`config.mk`:
```
export PLATFORM = sky130hd
export DESIGN_NAME = count_sequencer
export DESIGN_NICKNAME = d
export VERILOG_FILES = /design/src/rtl/count_sequencer.sv
export SDC_FILE = /design/constraint.sdc
export NUM_CORES = 1
export LEC_CHECK = 0
export CAP_MARGIN = 20
export CORE_MARGIN = 5
export CORE_UTILIZATION = 39
export DETAILED_ROUTE_END_ITERATION = 16
export PLACE_DENSITY = 0.7
export SYNTH_ARGS = -nofsm -noshare
export SYNTH_HDL_FRONTEND = slang
export SYNTH_SLANG_ARGS = --single-unit
```
`constraint.sdc`:
```
create_clock -name clk -period 2.05 [get_ports clk]
set_input_delay 0.41 -clock clk [delete_from_list [all_inputs] [get_ports clk]]
set_output_delay 0.41 -clock clk [all_outputs]
set_load 0.02 [all_outputs]
```
`src/rtl/count_sequencer.sv`:
```
// Run controller for the prescaled event counter: prescaler, start/pause/resume/terminal-count FSM.
// Optional feature: define COUNT_SEQ_AUTO_RELOAD_EN to keep running and pulse done periodically on terminal count.
module count_sequencer #(
    parameter int PRESCALE = 1000000,
    parameter int WIDTH    = 10
) (
    input  logic             clk,
    input  logic             reset,
    input  logic             start,
    input  logic             stop,
    input  logic             clear,
    input  logic [WIDTH-1:0] target,
    output logic [WIDTH-1:0] count,
    output logic             tick,
    output logic             done,
    output logic             busy,
    output logic [1:0]       state
);

    localparam int PW = (PRESCALE > 1) ? $clog2(PRESCALE) : 1;
    localparam logic [PW-1:0] PRESC_LAST = PW'(PRESCALE - 1);

    typedef enum logic [1:0] {
        IDLE  = 2'd0,
        RUN   = 2'd1,
        PAUSE = 2'd2,
        DONE  = 2'd3
    } state_t;

    state_t           state_q, state_d;
    logic [WIDTH-1:0] count_q, count_d;
    logic [WIDTH-1:0] target_q, target_d;
    logic [PW-1:0]    presc_q, presc_d;
    logic             tick_q, tick_d;
    logic             done_q, done_d;
    logic             busy_q, busy_d;
    logic [WIDTH-1:0] count_inc;

    assign count_inc = count_q + WIDTH'(1);

    always_comb begin
        state_d  = state_q;
        count_d  = count_q;
        target_d = target_q;
        presc_d  = presc_q;
        tick_d   = 1'b0;
        done_d   = 1'b0;

        if (clear) begin
            state_d = IDLE;
            count_d = '0;
            presc_d = '0;
        end else begin
            case (state_q)
                IDLE, DONE: begin
                    presc_d = '0;
                    if (start) begin
                        target_d = target;
                        count_d  = '0;
                        // A zero target is already at terminal count.
                        if (target == '0) begin
                            state_d = DONE;
                            done_d  = 1'b1;
                        end else begin
                            state_d = RUN;
                        end
                    end
                end
                RUN: begin
                    if (stop) begin
                        state_d = PAUSE;
                    end
                    if (presc_q == PRESC_LAST) begin
                        presc_d = '0;
                        tick_d  = 1'b1;
                        count_d = count_inc;
                        if (count_inc == target_q) begin
                            done_d = 1'b1;
`ifdef COUNT_SEQ_AUTO_RELOAD_EN
                            count_d = '0;
                            state_d = RUN;
`else
                            // Terminal count overrides a coincident pause.
                            state_d = DONE;
`endif
                        end
                    end else begin
                        presc_d = presc_q + PW'(1);
                    end
                end
                PAUSE: begin
                    if (start) begin
                        state_d = RUN;
                    end
                end
                default: state_d = IDLE;
            endcase
        end
    end

    assign busy_d = (state_d == RUN);

    always_ff @(posedge clk) begin
        if (reset) begin
            state_q  <= IDLE;
            count_q  <= '0;
            target_q <= '0;
            presc_q  <= '0;
            tick_q   <= 1'b0;
            done_q   <= 1'b0;
            busy_q   <= 1'b0;
        end else begin
            state_q  <= state_d;
            count_q  <= count_d;
            target_q <= target_d;
            presc_q  <= presc_d;
            tick_q   <= tick_d;
            done_q   <= done_d;
            busy_q   <= busy_d;
        end
    end

    assign count = count_q;
    assign tick  = tick_q;
    assign done  = done_q;
    assign busy  = busy_q;
    assign state = state_q;

endmodule

```
=== After elaboration in Yosys (flattened, before gate mapping) ===
Index checks and enable logic that the tools add are counted.

* Flip-flop bits (word level): 45
* Bits of input ports: 15
* Logic and storage cells: 46

* Add/sub/neg operators: 2
* Eq/ne operators: 8
* Multiplexer cells: 19
* Bitwise logic cells: 2
* Reduce and logical (&&, ||, !) cells: 8

{| class="wikitable"
|+ Operators by type and width
! cell !! number
|-
| case mux 20 bit (2 select lines) || 1
|-
| adder 20 x 1 -> 20 bit, second input constant || 1
|-
| equality test 20 bit, second input constant || 1
|-
| two-way mux 10 bit || 2
|-
| two-way mux 20 bit || 1
|-
| case mux 10 bit (2 select lines) || 1
|-
| two-way mux 2 bit || 7
|-
| adder 10 x 1 -> 10 bit, second input constant || 1
|-
| equality test 10 bit || 1
|-
| logical NOT 10 bit || 1
|-
| case mux 2 bit (3 select lines) || 1
|-
| AND reduction 3 bit || 2
|-
| two-way mux 1 bit || 5
|-
| equality test 2 x 1 -> 1 bit, second input constant || 2
|-
| equality test 2 bit, second input constant || 2
|-
| inequality test 2 bit, second input constant || 2
|-
| OR reduction 2 bit || 2
|-
| OR reduction 3 bit || 1
|-
| logical NOT 2 bit || 1
|-
| inverter 1 bit || 2
|-
| case mux 1 bit (2 select lines) || 1
|-
| nonzero test 2 bit || 1
|}

=== Logic depth before layout (Yosys ltp) ===
Gate-level depths: netlist of the first run.

* Depth in word-level cells: 7
* Depth in mapped cells: 9
* Depth with buffers taken out: 8

=== Worst setup path before layout of the first run ===
Ideal clock, no wire load.

* Path type: register -> register
* Start: reg presc_q[8]
* End: reg count_q[7], in the netlist count[7]
* Data arrival time: 2.073 ns
* Required time: 1.980 ns
* Slack: -0.094 ns
* Cell stages (with the launch flop): 6
* Path buffers: 0
* Clock period less this slack: 2.144 ns
* Path through: dfxtp_1 > or4b_4 > nor4_4 > nand4_4 > or4_1 > a21oi_1

* Longest elaborated chain between the ends: 3

{| class="wikitable"
|+ RTL lines
! item !! line !! text
|-
| start, declared || 33 || <nowiki>logic [PW-1:0] presc_q, presc_d;</nowiki>
|-
| start signal, assigned || 116 || <nowiki>presc_q <= presc_d;</nowiki>
|-
| equality test 20 bit || 73 || <nowiki>if (presc_q == PRESC_LAST) begin</nowiki>
|-
| inequality test 2 bit (no line) || n/a ||
|-
| AND reduction 3 bit (no line) || n/a ||
|-
| end signal, assigned || 114 || <nowiki>count_q <= count_d;</nowiki>
|-
| end, declared || 31 || <nowiki>logic [WIDTH-1:0] count_q, count_d;</nowiki>
|}

Every way passes these cells.
A chain may end at the register's enable or synchronous reset.

=== Worst setup path after layout of the first run ===
Ends and elaborated chain as after synthesis.

==> out/results.ini, run 1 <==
[floorplanning]
io_pins = 30
std_cell_rows = 29
fp.dieH_um = 89.84
coreArea_um2 = 6277
dieArea_um2 = 8071
die_x_um = 89.84
initial_core_util = 0.3961

[logic_synthesis]
yosys.area_share.adder = 0.02013
synthMuxAreaShare = 0.004026
synthCells = 326
netlist_area_um2 = 2486
synth_top_family_by_area = simple AND/OR/NAND/NOR gates
ys_ff_latch = 45
yosysWarnings = 0
synth_compound_area_frac = 0.1892
synth-simple-area-share = 0.3422
synth_seq_area_share = 0.3624
syn_nets = 345
synthFlopType = dfxtp_1
avgSynthCellArea_um2 = 7.626
synthXorXnorAreaFrac = 0.04932
ys_async_sr_fraction = 0
synth_edf_count = 0
synth_cell_types = 47

[drt]
antenna_left = 0
vias_per_cell = 5.468
dr.pass1.iters = 4
drt-wirelength-per-cell_um = 14.58
drc = 0
initialDrtViolationCount = 151
vias = 2570
wl_um = 6853

[global_route]
overflow = 0
grt_pass1_wl_um = 10960
grt_max_degree = 18
grt_usage = 0.1583
grt_pass1_vias = 2404
grt_antenna_before_repair = 0

[job]
cap_violations = 0

[hold_path]
hold_class = reg2reg

[clock_network]
cts_buffer_depth = 2
cts.clk_slew.worst_paths_ps = 90
cts_sinks = 45
cts_hold_buf = 0
clk_latency_ps = 300
cts_tree = built
cts_buffers = 5
root_buffer = clkbuf_8
htreeDepth = 2

[worst_setup_path]
crit_type = reg2reg
end_kind = register
critPathMaxFanout = 5
cp-start-kind = register
required_ps = 2290
worstPathArrival_ps = 2390

[placement]
placed_cell_area_um2 = 3113
hpwl_um = 4930
place_congestion = 0.8688
place_inst = 456
port_buffers = 29

[finish]
register_area_um2 = 904.6
fillers = 588
multiInputGateArea_um2 = 1683
final_area_um2 = 3452
drive_gt1_frac = 0.2417
area_delta_synth_final_pct = 38.85
instances_no_fill = 470
nNetsFinal = 411
diodes = 0

[timing]
setup_violations = 12
finalSetupTns_ps = -557.8
fin_ws_ps = -96.64
period_needed_ps = 2147
fmax_mhz = 465.8
rsz0062_at_grt = yes
drv_slew = 0
period_share = 1.047
worst_clock_skew_ps = 9.425
final_hold_viol_count = 0
hold_ws_ps = 473.4
worst_pin_slew_ps = 491.8
max-slew-margin-rel = 0.6721

[status]
violations = negative setup slack
status = finished with violations

[power]
cellLeakagePower_nw = 1.294
power_density_nw_per_um2 = 476.2
ir_drop_v = 0.0003416

[cell families (layout without fill, tap and decap cells)]
kind of cell,after synthesis,in the layout
and+or+nand+nor,158,158
xor gates and xnor gates,14,14
AOI/OAI and AO/OA,83,83
muxes,1,1
adders and majority gates,4,4
DFF,45,45
buffers and inverters,21,88
[sequential cells by signal, indices dropped and copies added, names as in the netlist]
name / count
target_q: 10
done: 1
presc_q: 20
busy: 1
state: 2
tick: 1
count: 10
[path summary, 6_finish.rpt]
path / startpoint / endpoint / slack (ps) / cells after the start
setup / recovery: presc_q[8] / count[7] / -100 / 6
hold / removal: target_q[6] / target_q[6] / 470 / 2
setup reg to reg: presc_q[8] / count[7] / -100 / 6
hold reg to reg: target_q[6] / target_q[6] / 470 / 2
[cell type report]
class,instances,share of cell area
inverter,5,0.005437
tap,77,0.02791
multi-input combinational,260,0.4875
timing repair buffer,75,0.1917
sequential,45,0.2621
clock buffer,6,0.02102
clock inverter,2,0.004349
[metal layers]
| layer | part of all wire | up-vias | routed length [µm] | GRT usage |
|---|---|---|---|---|
| met2 | 0.47 | 67 | 3250 | 0.2683 |
| met4 | 0.0083 | 0 | 57 | 0.03652 |
| met3 | 0.054 | 7 | 370 | 0.03005 |
| met5 | 0 | - | 0 | 0 |
| met1 | 0.46 | 1199 | 3175 | 0.2070 |
| li1 | - | 1297 | - | - |
[cell usage in the layout (no fill, tap or decap), drive strengths merged, types with 5 or more instances in the layout]
master,count
nor3,8
and3,8
nor4,5
a21oi,43
o21ai,22
or3,6
nand3,16
nor2,25
or2,5
nand4,9
nor2b,6
buf,46
clkdlybuf4s50,29
clkbuf,6
nand2,47
xnor2,5
dfxtp,45
a31oi,5
xor2,9
nand3b,8
[power breakdown]
part	total [W]	internal (W)	leakage [nW]	switching [W]
clock	0.000559	0.000241	0.0374	0.000318
combinational	0.000191	0.0000873	0.892	0.000104
sequential	0.000894	0.000885	0.365	0.00000894
[worst max-delay path: stages (launching register included)]
cell     delay [ps]
dfxtp_2         330
or4b_4          540
nor4_4          250
buf_4           190
nand4_4         110
or4_1           520
a21oi_1         140
[what timing repair did]
action | in CTS | in global routing
resized for setup | 1 | 54
setup endpoints to repair | 9 | 28
pin swaps | 0 | 23
setup buffers | 1 | 5
[synth_stat cells (8+ instances only)]
cell type | n | area share
and3_1 | 8 | 0.020
clkbuf_1 | 13 | 0.020
nand3b_1 | 8 | 0.024
nand4_1 | 8 | 0.020
dfxtp_1 | 45 | 0.36
nand3_1 | 16 | 0.032
xor2_1 | 9 | 0.032
a21oi_1 | 43 | 0.087
o21ai_0 | 22 | 0.044
nor3_1 | 8 | 0.016
nor2_1 | 25 | 0.038
nand2_1 | 47 | 0.071
[per-stage QoR]
step / setup WS [ps] / utilization / power, W
2_1_floorplan: 11.39 / - / 0.001007
3_3_place_gp: -19.36 / 0.4959 / 0.001082
3_5_place_dp: -50.42 / 0.4959 / 0.001083
4_1_cts: -73.25 / 0.5131 / 0.001632
5_1_grt: -208.2 / 0.5499 / 0.001712
6_report: -96.64 / 0.5499 / 0.001644
(Power assumes the default switching activity.)
==> run 2, diff against run 1 <==
--- a/config.mk
+++ b/config.mk
@@ -9,7 +9,8 @@
 export CORE_MARGIN = 5
 export CORE_UTILIZATION = 39
 export DETAILED_ROUTE_END_ITERATION = 16
-export PLACE_DENSITY = 0.7
+export GPL_ROUTABILITY_DRIVEN = 0
+export PLACE_DENSITY = 0.67
 export SYNTH_ARGS = -nofsm -noshare
 export SYNTH_HDL_FRONTEND = slang
 export SYNTH_SLANG_ARGS = --single-unit
==> constraint.sdc (replaced) <==
create_clock -name clk -period 2.5 [get_ports clk]
set_input_delay 0.5 -clock clk [delete_from_list [all_inputs] [get_ports clk]]
set_output_delay 0.5 -clock clk [all_outputs]
set_load 0.02 [all_outputs]
==> out/results.ini, run 2 (synthesis results as in run 1) <==
[finish]
nNetsFinal = 376  ; was 411
diodes = 0  ; unchanged
register_area_um2 = 900.9  ; was 904.6 µm²
fillers = 629  ; was 588
drive_gt1_frac = 0.08683  ; was 0.2417
multiInputGateArea_um2 = 1516  ; was 1683 µm²
area_delta_synth_final_pct = 20.33  ; was 38.85%
largest_reg_flops = 20  ; unchanged
regMostFlops = presc_q  ; unchanged
mostFrequentLayoutCell = nand2_1  ; unchanged
mostFrequentLayoutCells = 47 x nand2_1, 45 x dfxtp_1, 43 x a21oi_1, 29 x clkdlybuf4s50_1, 25 x nor2_1  ; was 46 x nand2_1, 42 x dfxtp_1, 40 x buf_4, 39 x a21oi_1, 29 x clkdlybuf4s50_1
instances_no_fill = 434  ; was 470

[drt]
antenna_left = 0  ; unchanged
initialDrtViolationCount = 141  ; was 151
drt-wirelength-per-cell_um = 14.20  ; was 14.58 µm
wl_um = 6162  ; was 6853 µm
vias_per_cell = 5.629  ; was 5.468
drc = 0  ; unchanged
vias = 2443  ; was 2,570
dr.pass1.iters = 4  ; unchanged

[clock_network]
cts_buffers = 5  ; unchanged
cts_buffer_depth = 2  ; unchanged
root_buffer = clkbuf_8  ; unchanged
htreeDepth = 2  ; unchanged
post_cts_buffers = 0  ; was 1
clk_latency_ps = 300  ; about the same
cts_hold_buf = 0  ; unchanged
cts_sinks = 45  ; unchanged
cts_tree = built  ; unchanged
cts.clk_slew.worst_paths_ps = 90  ; about the same

[timing]
fmax_mhz = 439.8  ; was 465.8 MHz
rsz0062_at_grt = no  ; was yes
fin_ws_ps = 226.4  ; was -96.64 ps
drv_slew = 0  ; unchanged
worst_clock_skew_ps = 8.098  ; was 9.425 ps
period_needed_ps = 2274  ; was 2147 ps
max-slew-margin-rel = 0.4805  ; was 0.6721
period_share = 0.9094  ; was 1.047
worst_pin_slew_ps = 776.4  ; was 491.8 ps
final_hold_viol_count = 0  ; unchanged
finalSetupTns_ps = 0  ; was -557.8 ps
setup_violations = 0  ; was 12

[worst_setup_path]
cp-startpoint = presc_q[0]  ; was presc_q[8]
reg2reg_from = presc_q[0]  ; was presc_q[8]
cp_num_buf_inv = 0  ; was 1
endpoint = presc_q[13]  ; was count[7]
path_delay_family = simple AND/OR/NAND/NOR gates  ; unchanged
cp-start-kind = register  ; unchanged
critPathMaxFanout = 11  ; was 5
end_kind = register  ; unchanged
critPathSlowestCell = nor2_1  ; was or4b_4
ff2ff_setup_slack_ps = 230  ; was -100 ps
slowest_delay_ps = 610  ; was 540 ps
worstPathArrival_ps = 2490  ; was 2390 ps
required_ps = 2720  ; was 2290 ps
critical_path_depth = 7  ; was 6
crit_type = reg2reg  ; unchanged
timing.rr.end = presc_q[13]  ; was count[7]
rr_worst_depth = 7  ; was 6
cp_cell_sequence = ha_1 -> nand3_1 -> nor3_1 -> a21bo_2 -> nor2_1 -> a21oi_1 -> a311oi_1  ; was or4b_4 -> nor4_4 -> buf_4 -> nand4_4 -> or4_1 -> a21oi_1

[global_route]
grt_max_degree = 23  ; was 18
grt_pass1_vias = 2292  ; was 2,404
grt_antenna_before_repair = 0  ; unchanged
overflow = 0  ; unchanged
grt_pass1_wl_um = 10590  ; was 10,960 µm
grt_usage = 0.1538  ; was 0.1583

[power]
pwr-share-seq = 0.548  ; was 0.544
switching_power_w = 0.0003342  ; was 0.0004308 W
power_density_nw_per_um2 = 447.0  ; was 476.2 nW/µm²
ir_drop_v = 0.0003135  ; was 0.0003416 V
p_clk_frac = 0.354  ; was 0.340
pwr-share-comb = 0.098  ; was 0.116
power_switching_share = 0.2500  ; was 0.2621
p_int_w = 0.001003  ; was 0.001213 W
cellLeakagePower_nw = 1.066  ; was 1.294 nW

[floorplanning]
die_x_um = 89.84  ; unchanged
dieArea_um2 = 8071  ; unchanged
io_pins = 30  ; unchanged
coreArea_um2 = 6277  ; unchanged
std_cell_rows = 29  ; unchanged
initial_core_util = 0.3961  ; unchanged
fp.dieH_um = 89.84  ; unchanged

[placement]
hpwl_um = 4475  ; was 4930 µm
place_inst = 427  ; was 456
pre_cts_ws_ps = 119.0  ; was -50.42 ps
port_buffers = 29  ; unchanged

[status]
status = finished, final reports clean  ; was finished with violations

[hold_path]
hold_class = reg2reg  ; unchanged

[job]
cap_violations = 0  ; unchanged

run 2: cell count changes in the layout (fill, tap and decap cells not counted), sizes merged:
cell | previous run | this run
clkbuf | 6 | 7
buf | 46 | 11
clkinvlp | 2 | 0
run 2: metrics by stage:
| step | util | instance area (µm²) | hold WS, ps | power (W) |
|---|---|---|---|---|
| after floorplan | - | 2486 | 447.8 | 0.0008259 |
| after global placement | 0.4608 | 2893 | 458.6 | 0.0008784 |
| after detailed placement | 0.4608 | 2893 | 463.2 | 0.0008792 |
| after CTS | 0.4746 | 2979 | 474.8 | 0.001347 |
| after global routing | 0.4766 | 2992 | 501.4 | 0.001392 |
| final | 0.4766 | 2992 | 475.0 | 0.001337 |
run 2: how the worst min path moves through the flow:
stage           startpoint           to  slack, ps  cells after the start
4_1_cts        target_q[5]  target_q[5]        470                      2
3_3_place_gp   target_q[9]  target_q[9]        460                      2
2_1_floorplan  target_q[3]  target_q[3]        450                      2
5_1_grt        target_q[9]  target_q[9]        500                      2
3_5_place_dp   target_q[5]  target_q[5]        460                      2
6_report       target_q[3]  target_q[3]        470                      2
run 2: area by class of cell:
type,instances,area share
Clock buffer,7,0.02886
Inverter,5,0.006274
Multi-Input combinational cell,260,0.5069
Sequential cell,45,0.3011
Tap cell,77,0.03220
Timing Repair Buffer,40,0.1246
run 2: layer usage:
| metal | vias to the layer above | routed length, µm | part of all wire | track usage |
|---|---|---|---|---|
| met3 | 7 | 317 | 0.051 | 0.03673 |
| met2 | 61 | 2816 | 0.46 | 0.2360 |
| li1 | 1228 | - | - | - |
| met1 | 1147 | 2950 | 0.48 | 0.2086 |
| met4 | 0 | 77 | 0.012 | 0.05668 |
| met5 | - | 0 | 0 | 0 |
run 2: power by group through the flow:
stage	clock network, W	logic, W	registers, W
2_1_floorplan	0	0.0000761	0.000750
3_3_place_gp	0	0.000129	0.000750
3_5_place_dp	0	0.000130	0.000750
4_1_cts	0.000484	0.000130	0.000733
5_1_grt	0.000510	0.000147	0.000734
6_report	0.000473	0.000132	0.000733
run 2: worst register-to-register path, cell delays in order, from the launching register on:
cell,delay [ps]
dfxtp_1,350
ha_1,240
nand3_1,170
nor3_1,100
a21bo_2,290
nor2_1,610
a21oi_1,160
a311oi_1,270
run 2: what timing repair did:
action / 4_1_cts / 5_1_grt
gates resized for setup: 0 / 1
setup endpoints to repair: 0 / 6
endpoints found under the hold margin: 0 / 0
==> run 3, diff against run 2 <==
--- a/config.mk
+++ b/config.mk
@@ -11,6 +11,7 @@
 export DETAILED_ROUTE_END_ITERATION = 16
 export GPL_ROUTABILITY_DRIVEN = 0
 export PLACE_DENSITY = 0.67
+export SETUP_SLACK_MARGIN = 0.02
 export SYNTH_ARGS = -nofsm -noshare
 export SYNTH_HDL_FRONTEND = slang
 export SYNTH_SLANG_ARGS = --single-unit
==> results of run 3 <==
No change in the layout: final DEF, timing and power equal those of run 2.
